==> src/rtl/fan_pkg.sv <==
// Shared configuration and state encoding for the reduction-tree result collector.
package fan_pkg;

  localparam int N       = 32;
  localparam int DW_DATA = 8;
  localparam int N_SLOTS = 2 * (N - 1);
  localparam int IDX_W   = $clog2(N_SLOTS);

  typedef enum logic {
    IDLE  = 1'b0,
    DRAIN = 1'b1
  } state_t;

endpackage

==> src/rtl/fan_prio_enc.sv <==
// Lowest-set-bit priority encoder: reports the index of the lowest set mask bit.
module fan_prio_enc
  import fan_pkg::*;
#(
  parameter int W  = N_SLOTS,
  parameter int IW = IDX_W
) (
  input  logic [W-1:0]  mask,
  output logic [IW-1:0] idx,
  output logic          found
);

  // NOTE: both outputs get a default before the loop so no latch is inferred.
  always_comb begin
    idx   = '0;
    found = 1'b0;
    // Scan high to low so the lowest set bit is the last write and wins.
    for (int k = W - 1; k >= 0; k--) begin
      if (mask[k]) begin
        idx   = IW'(k);
        found = 1'b1;
      end
    end
  end

endmodule

==> src/rtl/fan_collector.sv <==
// Serialises a masked reduction-tree output vector into one result per cycle.
// Optional FAN_COLLECT_PERF_EN adds emitted-result and stall-cycle counters.
module fan_collector #(
  parameter  int N       = fan_pkg::N,
  parameter  int DW_DATA = fan_pkg::DW_DATA,
  localparam int N_SLOTS = 2 * (N - 1),
  localparam int IDX_W   = $clog2(N_SLOTS)
) (
  input  logic                       clk,
  input  logic                       rst,
  input  logic                       in_valid,
  output logic                       in_ready,
  input  logic [DW_DATA*N_SLOTS-1:0] in_data,
  input  logic [N_SLOTS-1:0]         in_mask,
  input  logic                       in_last,
  output logic                       out_valid,
  input  logic                       out_ready,
  output logic [DW_DATA-1:0]         out_data,
  output logic [IDX_W-1:0]           out_idx,
`ifdef FAN_COLLECT_PERF_EN
  output logic                       out_last,
  output logic [31:0]                perf_emit_cnt,
  output logic [31:0]                perf_stall_cnt
`else
  output logic                       out_last
`endif
);

  import fan_pkg::*;

  state_t                     state, state_next;
  logic [DW_DATA*N_SLOTS-1:0] buf_data;
  logic [N_SLOTS-1:0]         buf_mask, mask_next;
  logic                       buf_last;
  logic [IDX_W-1:0]           head_idx;
  logic                       head_found;
  logic                       one_left;
  logic                       accept;
  logic                       pop;

  fan_prio_enc #(
    .W  (N_SLOTS),
    .IW (IDX_W)
  ) u_prio_enc (
    .mask  (buf_mask),
    .idx   (head_idx),
    .found (head_found)
  );

  // Clearing the lowest bit leaves zero exactly when a single bit remains.
  assign one_left = head_found && ((buf_mask & (buf_mask - N_SLOTS'(1))) == '0);

  assign out_valid = !rst && (state == DRAIN);
  assign in_ready  = !rst && ((state == IDLE) || (one_left && out_ready));
  assign accept    = in_valid && in_ready;
  assign pop       = out_valid && out_ready;

  assign out_idx  = out_valid ? head_idx : '0;
  assign out_data = out_valid ? buf_data[int'(head_idx)*DW_DATA +: DW_DATA] : '0;
  assign out_last = out_valid && buf_last && one_left;

  always_comb begin
    state_next = state;
    mask_next  = buf_mask;
    if (accept) begin
      // Also covers the final pop overlapping a new acceptance.
      mask_next  = in_mask;
      state_next = (in_mask != '0) ? DRAIN : IDLE;
    end else if (pop) begin
      mask_next = buf_mask & ~(N_SLOTS'(1) << head_idx);
      if (one_left) state_next = IDLE;
    end
  end

  // NOTE: sequential state uses non-blocking assignments so every register samples pre-edge values.
  always_ff @(posedge clk) begin
    if (rst) begin
      state    <= IDLE;
      buf_mask <= '0;
      buf_last <= 1'b0;
    end else begin
      state    <= state_next;
      buf_mask <= mask_next;
      if (accept) buf_last <= in_last;
    end
  end

  // NOTE: the data buffer is not reset; the cleared mask makes stale contents unobservable.
  always_ff @(posedge clk) begin
    if (accept) buf_data <= in_data;
  end

`ifdef FAN_COLLECT_PERF_EN
  always_ff @(posedge clk) begin
    if (rst) begin
      perf_emit_cnt  <= '0;
      perf_stall_cnt <= '0;
    end else begin
      if (pop)                     perf_emit_cnt  <= perf_emit_cnt + 32'd1;
      if (out_valid && !out_ready) perf_stall_cnt <= perf_stall_cnt + 32'd1;
    end
  end
`endif

endmodule

==> config.mk <==
export PLATFORM = sky130hd
export DESIGN_NAME = fan_collector
export DESIGN_NICKNAME = d
export VERILOG_FILES = /design/src/rtl/fan_pkg.sv /design/src/rtl/fan_prio_enc.sv /design/src/rtl/fan_collector.sv
export SDC_FILE = /design/constraint.sdc
export NUM_CORES = 1
export LEC_CHECK = 0
export CORE_AREA = 2 2 227 229
export CTS_BUF_LIST = sky130_fd_sc_hd__clkbuf_16
export CTS_CLUSTER_DIAMETER = 60
export DETAILED_ROUTE_END_ITERATION = 10
export DIE_AREA = 0 0 229 231
export PLACE_DENSITY = 0.82
export REMOVE_ABC_BUFFERS = 1
export SYNTH_ARGS = -nofsm -noshare
export SYNTH_HDL_FRONTEND = slang
export SYNTH_SLANG_ARGS = --single-unit
export TNS_END_PERCENT = 100
==> constraint.sdc <==
create_clock -name clk -period 13 [get_ports clk]
set_clock_uncertainty 0.2 [all_clocks]
set_input_delay 3.25 -clock clk [delete_from_list [all_inputs] [get_ports clk]]
set_output_delay 3.25 -clock clk [all_outputs]
set_load 0.01 [all_outputs]
==> run metrics, run 1 <==
outcome=finished, final reports clean; crit path DAT=about 7.0 ns; CTS sink count=560; DP HPWL=~64 mm; top_reg_cell synth=edfxtp_1; Synth Area in Compound Gates=0.167; WL per Instance=about 29 um; max-cap violations=0; Initial DRC Count=between 2,000 and 3,000; Setup violations, final=0; die footprint=roughly 53,000 sq um; Hold Path Class=reg2reg; Synth Area in Adders=0.000848; Tcrit/Tclk final=0.803; Chip Height=231 um; critical path class=in2out; Cell Area, Placed=approximately 30,000 sq um; XOR/XNOR Fraction of Synth Area=0; register area=approximately 16,000 sq um; CP max FO=66; LEAKAGE=around 11 nW; pre-CTS WS=between 2 and 3 ns; I/O Buffers=579; DRC violation count after routing=0; Detail Route Antenna Nets=0; routability congestion estimate=0.968; crit path launch type=input port; Setup WS post-layout=approximately 2.6 ns; Reg2Reg Depth=12; Fillers=3,808; post-synthesis mux area share=0.0222; largest net degree at the start of global routing=approximately 200; CTS tree=built; CTS buffer count=slightly below 60; fmax=between 90 and 100 MHz; Setup Buffers After CTS=0; Worst Tran Pin Value=1.15 ns; Via density=roughly 6.2; Synth Cell Area=approximately 24,000 sq um; Nets=between 2,000 and 3,000; placed cell count=3,019; Netlist cell types=72; cells after synthesis=between 1,500 and 2,000; endpoint class of the critical path=output port; # hold bufs at CTS=0; cell taking the most area after synthesis=edfxtp_1; Die X=229 um; WL final=approximately 90 mm; first-pass GRT wire length=approximately 130 mm; antenna violations before repair=22; largest cells by area after synthesis=edfxtp_1 (63%), dfxtp_1 (5.4%), o21ai_0 (4.0%); remaining global-route overflow=0; number of I/O pins=580; synth warn=0; Cell Rows=83; total power=around 5.1 mW; Req. time, crit path=9.55 ns; Slew HR=0.231; DR pass1 iterations=6; post_cts resized=0; H-tree Lvls=2; largest family of logic cells by synthesized area=compound AO/OA/AOI/OAI gates; Root Buffer Master=clkbuf_16; maximum vdd drop=0.126 mV; Area Overhead vs Synth=36.3%; Total Routing Usage GR=0.333; RSZ-0062 raised after global routing=false; vias=19,600; EDFF count, synth=around 500; PwrDens=around 160 nW/um^2; crit path time final=about 10 ns; syn_area_per_cell=between 10 and 15 sq um; Final Max Tran Viols=0; fraction of registers with async set/reset=0; final hold viol count=0; area share of and/or/nand/nor cells after synthesis=0.100; Yosys top cell area share=0.631; synthesized flop and latch total=560; worst skew pair latency=0.63 ns; register area share after synthesis=0.685; CTS Buffer Depth=3; Layout Cell Area excl Fill=32,200 sq um; core box area=between 50,000 and 60,000 sq um; Clk pin slew, worst setup/hold paths=0.06 ns; multi-input logic area=slightly below 7000 sq um; hold path depth=2; vias in the first global route=about 20,000; Initial Util=0.466; fin cells=about 3,100; layout cells sized above 1=0.0715
-- cell usage in the layout (no fill, tap or decap), drive strengths merged, types with 7 or more instances in the layout --
cell and count:
a211oi 36, a21oi 60, a221oi 8, a22oi 7, a311oi 11, a31oi 29, and2 7, and3 7
buf 32, bufinv 9, clkbuf 59, clkdlybuf4s50 578, clkinv 28, dfxtp 64, diode 20, edfxtp 496
inv 34, mux2 18, mux2i 32, nand2 170, nand2b 8, nand3 23, nand4 10, nor2 129
nor3 47, nor4 43, o2111ai 8, o211ai 13, o21a 12, o21ai 188, o221ai 40, o22ai 42
o31ai 75, o41ai 8, or2 11, or3 23, or4 19
-- path summary, 6_finish.rpt --
kind	slack (ns)	from	endpoint
worst max register to register	5.67	buf_mask[2]	buf_data[336]
worst min-delay path	0.32	buf_last	buf_last
worst min register to register	0.32	buf_last	buf_last
worst max-delay path	2.57	rst	out_data[4]
-- through the flow --
step / setup TNS (ns) / hold slack, ns / util
2_1_floorplan: -3083.52 / 0.238 / -
3_3_place_gp: 0 / 0.300 / 0.594
3_5_place_dp: 0 / 0.303 / 0.594
4_1_cts: 0 / 0.312 / 0.634
5_1_grt: 0 / 0.351 / 0.635
6_report: 0 / 0.324 / 0.635
-- sequential cells by signal (all words and copies together) (netlist names) --
register,cells
buf_data,496
state,1
buf_mask,62
buf_last,1
-- layer usage --
layer	vias to the layer above	global-route usage	wire, um
met5	-	0	16
met4	2	0.172	5020
met3	260	0.0672	8770
met2	1374	0.554	43700
met1	9472	0.414	32800
li1	8466	-	-
-- synthesized netlist by cell type (all sizes together) (6+ instances only) --
master	number
a2111oi	6
a211oi	36
a21oi	60
a221oi	8
a22oi	7
a311oi	11
a31oi	29
and2	7
and3	7
buf	26
clkbuf	93
dfxtp	64
edfxtp	496
inv	20
mux2	18
mux2i	32
nand2	170
nand2b	8
nand3	23
nand4	10
nor2	129
nor3	47
nor4	43
o2111ai	8
o211ai	13
o21a	12
o21ai	188
o221ai	40
o22ai	42
o31ai	75
o32ai	6
o41ai	8
or2	11
or3	23
or4	19
-- where the power goes --
| part | internal, mW | total, mW | leakage, nW | switching, mW |
|---|---|---|---|---|
| registers | 2.05 | 2.10 | 5.12 | 0.0505 |
| clock network | 1.01 | 1.75 | 1.03 | 0.735 |
| logic | 0.447 | 1.22 | 4.48 | 0.771 |
-- layout make-up --
class / count / area share
Sequential cell: 560 / 0.503
Multi-Input combinational cell: 1148 / 0.216
Timing Repair Buffer: 610 / 0.188
Clock buffer: 59 / 0.0459
Tap cell: 680 / 0.0264
Clock inverter: 51 / 0.0169
Inverter: 21 / 0.00245
Antenna cell: 20 / 0.00156
-- worst max-delay path, stage by stage --
cell and delay, ns:
buf_2 0.10, buf_4 0.32, nand2b_1 0.25, buf_4 0.18, nor2_1 0.57, o221ai_1 0.26
a211oi_1 0.28, a211oi_1 0.12, or4_1 0.56, nor4_1 0.43, clkdlybuf4s50_1 0.63
-- cells by family after synthesis --
| family | Yosys count |
|---|---|
| and+or+nand+nor | 505 |
| DFF | 560 |
| adders and majority gates | 2 |
| AOI/OAI and AO/OA | 591 |
| buffers and inverters | 140 |
| muxes | 50 |
(Power assumes the default switching activity.)
==> inputs of run 2 (changes only) <==
- clock period: 13 -> 10.6 ns (I/O delays scaled with it)
==> run 2 against run 1 <==
Compared with the run above: first-iteration DRC count is 1.7% higher; hold slack better by 0.0027 ns; flip-flop and latch count stayed put; register-to-register slack got worse by 1.8 ns; die area did not move; sequential power increased by 22%; total power grew 23%; critical path type is now reg2out; largest cell class unchanged; largest power group unchanged.
==> run metrics, run 2 (same netlist as run 1, synthesis figures left out) <==
largest net degree at the start of global routing=a little over 200; Detail Route Antenna Nets=0; crit path launch type=flip-flop; Fillers=~3,800; Initial Util=0.466; fmax=109 MHz; placed cell count=roughly 3,000; critical path class=reg2out; Cell Rows=83; I/O Buffers=between 500 and 600; vias=approximately 20,000; die footprint=approximately 53,000 sq um; layout cells sized above 1=0.0726; most frequent cells in the layout=clkdlybuf4s50_1 (578), edfxtp_1 (496), o21ai_0 (188); Via density=roughly 6.3; Clk pin slew, worst setup/hold paths=roughly 0.060 ns; first-pass GRT wire length=131 mm; Initial DRC Count=between 2,000 and 3,000; CP endpoint=out_data[4]; Largest Register=buf_data; Root Buffer Master=clkbuf_16; H-tree Lvls=2; Largest regs=buf_data (496), buf_mask (62); Slew HR=0.169; WL per Instance=~30 um; Hold Path Class=reg2reg; crit path time final=around 9.2 ns; worst r2r dst=buf_data[201]; final hold viol count=0; outcome=finished, final reports clean; worst r2r src=buf_mask[1]; number of I/O pins=580; PwrDens=194 nW/um^2; Die X=around 230 um; pre-CTS WS=approximately 1.9 ns; CP max FO=between 50 and 60; worst skew pair latency=~0.63 ns; core box area=50,700 sq um; WHS=roughly 0.33 ns; Tcrit/Tclk final=0.866; max reg flops=496; crit path DAT=6.33 ns; commonest non-fill, non-tap cell in the layout=clkdlybuf4s50_1; Worst Setup SP=buf_mask[8]; Total Routing Usage GR=0.339; antenna violations before repair=27; maximum vdd drop=about 0.15 mV; WL final=92.4 mm; vias in the first global route=about 20,000; Chip Height=about 230 um; endpoint class of the critical path=output port; Worst Tran Pin Value=around 1.2 ns; DP HPWL=between 60 and 70 mm; post_cts resized=0; # hold bufs at CTS=0; Setup violations, final=0; LEAKAGE=approximately 11 nW; Reg2Reg Depth=10; Area Overhead vs Synth=36.4%; DRC violation count after routing=0; DR pass1 iterations=6; max-cap violations=0; CTS Buffer Depth=3; CTS sink count=560; RSZ-0062 raised after global routing=false; Req. time, crit path=7.75 ns; Setup Buffers After CTS=0; Nets=a little under 3,000; R2R setup slack=~3.9 ns; remaining global-route overflow=0; Final Max Tran Viols=0; routability congestion estimate=0.944; Setup WS post-layout=1.42 ns; fin cells=between 3,000 and 4,000; CTS buffer count=60; CTS tree=built
## run 2: cell count changes in the layout (fill, tap and decap cells not counted), sizes merged
cell,delta
buf,-1
bufinv,-1
clkbuf,+2
clkinv,-8
clkinvlp,+2
diode,+3
inv,+8
## run 2: report_power, final
part,internal [mW],switching [mW]
Sequential,2.51,0.0609
Combinational,0.547,0.954
Clock,1.25,0.922
Total,4.30,1.94
## run 2: cell type report
type	instances	area [sq um]	area share
diodes	23	57.6	0.00179
clock buffers	61	1530	0.0474
clock inverters	52	500	0.0156
inverters	21	78.8	0.00245
multi-input cells	1148	6940	0.216
flip-flops and latches	560	16200	0.503
well taps	680	851	0.0264
repair buffers	609	6050	0.188
## run 2: how the worst min path moves through the flow
stage | depth (start not counted) | end | start | slack (ns)
floorplan | 2 | state | state | 0.24
global placement | 2 | buf_last | buf_last | 0.32
detailed placement | 2 | buf_last | buf_last | 0.31
CTS | 2 | buf_last | buf_last | 0.33
global route | 2 | buf_last | buf_last | 0.37
finish | 2 | buf_last | buf_last | 0.33
## run 2: routing by layer
layer / routed length (um) / track usage / vias to the layer above / share of wire
li1: - / - / 8479 / -
met1: 33200 / 0.418 / 9615 / 0.36
met2: 44200 / 0.555 / 1512 / 0.48
met3: 9310 / 0.0753 / 295 / 0.10
met4: 5710 / 0.186 / 10 / 0.062
met5: 67 / 0 / - / 0.00072
## run 2: worst max-delay path, cell delays in order (launching register included)
cell and delay (ns):
dfxtp_1 0.52, nor2_1 0.07, a221oi_1 0.42, o211ai_1 0.36, a2111oi_2 0.90, or2_4 0.75, buf_4 0.47, o221ai_1 0.17
a311oi_1 0.33, a311oi_1 0.09, or4_1 0.56, nor4_1 0.38, clkdlybuf4s50_1 0.60
## run 2: metrics by stage
step	utilization	power [mW]	cell area (sq um)	TNS (ns)
2_1_floorplan	-	3.38	23100	-4425.12
3_3_place_gp	0.594	4.04	30100	0
3_5_place_dp	0.594	4.07	30100	0
4_1_cts	0.634	6.22	32100	0
5_1_grt	0.635	6.42	32200	0
6_report	0.635	6.24	32200	0
